### src/rtl/pulse_stretcher.sv
// Stretches single-cycle events into WIDTH-cycle pulses separated by at least GAP low cycles.
// state  | meaning
// IDLE   | no pulse in progress, nothing queued
// ACTIVE | driving stretch_out high for WIDTH cycles
// GAP    | holding the output low for GAP cycles before the next pulse
module pulse_stretcher #(
  parameter int WIDTH    = 4,
  parameter int GAP      = 2,
  parameter int MAX_PEND = 7,
  parameter int PEND_W   = $clog2(MAX_PEND + 1)
) (
  input  logic              clk,
  input  logic              rst,
  input  logic              pulse_in,
  input  logic              clr_ovf,
  output logic              stretch_out,
  output logic              busy,
  output logic [PEND_W-1:0] pending,
  output logic              overflow
);

  localparam int CNT_MAX = (WIDTH > GAP) ? WIDTH : GAP;
  localparam int CNT_W   = $clog2(CNT_MAX + 1);
  localparam logic [CNT_W-1:0]  WIDTH_LD = CNT_W'(WIDTH - 1);
  localparam logic [CNT_W-1:0]  GAP_LD   = CNT_W'((GAP > 0) ? GAP - 1 : 0);
  localparam logic [PEND_W-1:0] PEND_MAX = PEND_W'(MAX_PEND);

  typedef enum logic [1:0] {
    ST_IDLE   = 2'd0,
    ST_ACTIVE = 2'd1,
    ST_GAP    = 2'd2
  } state_t;

  state_t             state_q, state_d;
  logic [CNT_W-1:0]   cnt_q, cnt_d;
  logic [PEND_W-1:0]  pend_q, pend_d;
  logic               ovf_q, ovf_d;
  logic               decision;
  logic               drop;

  always_ff @(posedge clk) begin
    if (rst) begin
      state_q <= ST_IDLE;
      cnt_q   <= '0;
      pend_q  <= '0;
      ovf_q   <= 1'b0;
    end else begin
      state_q <= state_d;
      cnt_q   <= cnt_d;
      pend_q  <= pend_d;
      ovf_q   <= ovf_d;
    end
  end

  always_comb begin
    state_d  = state_q;
    cnt_d    = cnt_q;
    pend_d   = pend_q;
    ovf_d    = ovf_q;
    decision = 1'b0;
    drop     = 1'b0;

    case (state_q)
      ST_IDLE: begin
        if (pulse_in) begin
          state_d = ST_ACTIVE;
          cnt_d   = WIDTH_LD;
        end
      end
      ST_ACTIVE: begin
        if (cnt_q == '0) begin
          if (GAP > 0) begin
            state_d = ST_GAP;
            cnt_d   = GAP_LD;
          end else begin
            decision = 1'b1;
          end
        end else begin
          cnt_d = cnt_q - CNT_W'(1);
        end
      end
      ST_GAP: begin
        if (cnt_q == '0) decision = 1'b1;
        else             cnt_d = cnt_q - CNT_W'(1);
      end
      default: state_d = ST_IDLE;
    endcase

    // A pulse arriving in the decision cycle is served immediately, never queued.
    if (decision) begin
      if ((pend_q != '0) || pulse_in) begin
        state_d = ST_ACTIVE;
        cnt_d   = WIDTH_LD;
        if (!pulse_in) pend_d = pend_q - PEND_W'(1);
      end else begin
        state_d = ST_IDLE;
      end
    end else if ((state_q != ST_IDLE) && pulse_in) begin
      if (pend_q < PEND_MAX) pend_d = pend_q + PEND_W'(1);
      else                   drop   = 1'b1;
    end

    if (drop)         ovf_d = 1'b1;
    else if (clr_ovf) ovf_d = 1'b0;
  end

  assign stretch_out = (state_q == ST_ACTIVE);
  assign busy        = (state_q != ST_IDLE);
  assign pending     = pend_q;
  assign overflow    = ovf_q;

endmodule
### config.mk
export PLATFORM = sky130hd
export DESIGN_NAME = pulse_stretcher
export DESIGN_NICKNAME = d
export VERILOG_FILES = /design/src/rtl/pulse_stretcher.sv
export SDC_FILE = /design/constraint.sdc
export NUM_CORES = 1
export LEC_CHECK = 0
export ABC_AREA = 1
export CAP_MARGIN = 20
export CORE_AREA = 2 2 45 47
export CTS_CLUSTER_DIAMETER = 200
export DETAILED_ROUTE_END_ITERATION = 12
export DIE_AREA = 0 0 47 49
export GPL_ROUTABILITY_DRIVEN = 0
export GPL_TIMING_DRIVEN = 0
export PLACE_DENSITY = 0.51
export SKIP_CTS_REPAIR_TIMING = 1
export SYNTH_ARGS = -nofsm -noshare
export SYNTH_HDL_FRONTEND = slang
export SYNTH_SLANG_ARGS = --single-unit
### constraint.sdc
create_clock -name clk -period 2 [get_ports clk]
set_input_delay 0.3 -clock clk [delete_from_list [all_inputs] [get_ports clk]]
set_output_delay 0.3 -clock clk [all_outputs]
set_load 0.05 [all_outputs]
==> results.md <==
* Status: finished, final reports clean
* Drt wl/cell at 9.79 µm
* Remaining DRCs at 0
* Most numerous cell in the Yosys netlist: nor2_1
* Final worst setup slack at 0.177 ns
* Async SR Flop Fraction at 0
* Initial Util at 0.325
* Mean Syn Cell Area at 6.66 µm²
* Worst-Skew Late Latency at 0.28 ns
* Reg power frac at 0.258
* Post-synth net total at 98
* Multi-input logic area at 355 µm²
* Final setup TNS at 0 ns
* Core ar. at 1840 µm²
* Total global-route track usage at 0.123
* Top Ports at 10
* Post-synth EDFFs at 0
* Fraction of layout cells with a size suffix above 1 at 0.117
* Sw Ratio at 0.516
* Max Cap Viol at 0
* Worst-Margin Slew at 0.506 ns
* CP endpoint kind: register
* Non-filler cells in the finished layout at 130
* Final nets at 112
* CTS root buf: clkbuf_4
* Synth area leader: dfxtp_1
* CP required at 2.17 ns
* Setup Crit Path Kind: reg2reg
* Leading post-synthesis cells by cell area: dfxtp_1 30%, nor2_1 11%, inv_1 10%, nand2_1 10%, ha_1 6.3%
* Top Metal Used: met4
* Met2 wire length at 555 µm
* CP arrival at 1.99 ns
* Unrepaired setup endpoints after global routing: no
* Vias at 551
* Worst-case clock buffer depth at 2
* Total Wirelength at 1.27 mm
* Fill count at 212
* Max Slew Vio Count at 0
* Number of buffers created by CTS at 3
* # rows at 16
* Skew final at 0.00746 ns
* Worst Setup SP: cnt_q[0]$_SDFF_PP0_
* Total global routing overflow at 0
* Pint at 0.566 mW
* Tightest Hold Check Type: reg2reg
* Final Cycle Share at 0.912
* Synth cell count leaders: 18 x nor2_1, 16 x inv_1, 16 x nand2_1
* Clock transition at path regs at 0.06 ns
* WL met1 at 653 µm
* Max rail drop VDD at 0.618 mV
* Part of the Yosys area used for sequential elements at 0.301
* Met3 wire len at 34 µm
* First-pass GRT wire length at 2.11 mm
* Hold Startpoint: overflow$_SDFFE_PP0P_
* Port-buffer cells at 9
* Die Span Y at 49 µm
* Die Wd at 47 µm
* Synthesis-to-layout area growth at 25.9%
* Setup-failing EPs final at 0
* Mapped Cells at 90
* H-tree lvl count at 1
* ANT cells at 0
* Core Util, Final at 0.410
* Non-Filler Cell Area, Final at 754 µm²
* Pwr Total at 1.17 mW
* Top_reg_cell synth: dfxtp_1
* Distinct cells, synth at 18
* DRT iter0 DRCs at 13
* Antenna viol nets, final at 0
* Setup crit start kind: register
* Area taken by flip-flops and latches at 180 µm²
* Netlist Area Pre-Place at 599 µm²
* Pwr/cell area at 1550 nW/µm²
* R2R cell count at 12
* Net Switching at 0.603 mW
* Max frequency at 549 MHz
* Clock power frac at 0.133
* Area post-placement at 723 µm²
* Crit-path max FO at 4
* R2R setup slack at 0.18 ns
* Leakage power at 0.360 nW
* Largest net degree at the start of global routing at 7
* Reg2reg start: cnt_q[0]$_SDFF_PP0_
* Drt via density at 4.24
* Post-detail-place hpwl at 1.00 mm
* Post-placement cell count at 126
* Vias in the first global route at 531
* Die area at 2300 µm²
* Hold Path Cell Cnt at 2
* Initial antenna violation count at 0
* Synth warn at 0
* CTS tree: yes
* # clock sinks at 9
* Worst hold slack at 0.477 ns
* Relative slew slack at 0.662
* DP Worst Slack at 0.182 ns
* Share of power burned in combinational logic at 0.608
* DR pass1 iterations at 4
* Min Tclk post-route at 1.82 ns
* Seq cells post-synth at 9
* Post-synth top area share at 0.301
* Final Hold Viols at 0
==> flip-flops by register name, summed over array words and instances (netlist names) <==
name / flops
pending: 3
state_q: 2
cnt_q: 3
overflow: 1
==> cells by family after synthesis <==
group / Yosys count / synth area share
AOI/OAI and AO/OA: 12 / 0.106
xor gates and xnor gates: 1 / 0.0146
adders and majority gates: 4 / 0.0960
buffers and inverters: 17 / 0.106
DFF: 9 / 0.301
and+or+nand+nor: 47 / 0.376
==> worst paths after layout <==
check | endpoint
worst max register to register | pending[2]$_SDFFE_PP0P_
worst min-delay path | overflow$_SDFFE_PP0P_
worst min register to register | overflow$_SDFFE_PP0P_
worst max-delay path | pending[2]$_SDFFE_PP0P_
==> power by group through the flow <==
stage	logic (mW)	registers, mW	clock network [mW]
final	0.711	0.302	0.156
after global routing	0.795	0.311	0.163
after CTS	0.719	0.302	0.158
after detailed placement	0.716	0.306	0
after global placement	0.711	0.306	0
after floorplan	0.496	0.361	0
==> area by class of cell <==
class,count,share of cell area
multi-input cells,64,0.471
clock buffers,4,0.0348
repair buffers,9,0.126
well taps,27,0.0448
flip-flops and latches,9,0.239
inverters,17,0.0846
==> metal layers <==
layer	track usage	vias to the layer above
li1	-	305
met1	0.172	233
met5	0	-
met4	0.0556	0
met2	0.180	8
met3	0.0222	5
==> worst max-delay path, cell delays in order (launching register included) <==
cell and delay (ns):
dfxtp_1 0.33, inv_1 0.10, ha_1 0.22, inv_1 0.09, nor2_4 0.12, nand2_2 0.10, fa_1 0.39, inv_1 0.06
nand2_1 0.05, nand2_1 0.08, nand3_1 0.08, nand2_1 0.06, nor2_1 0.04
==> cells in the final DEF (no fill, tap or decap), drive strengths merged <==
master,instances
a21oi,6
nand3,7
dlymetal6s2s,2
fa,1
o22ai,1
xnor2,1
dfxtp,9
clkbuf,4
o211ai,1
inv,17
nor2,21
o21ai,4
nand2,19
clkdlybuf4s50,7
ha,3
Note: power is estimated with default switching activity, not from simulation.
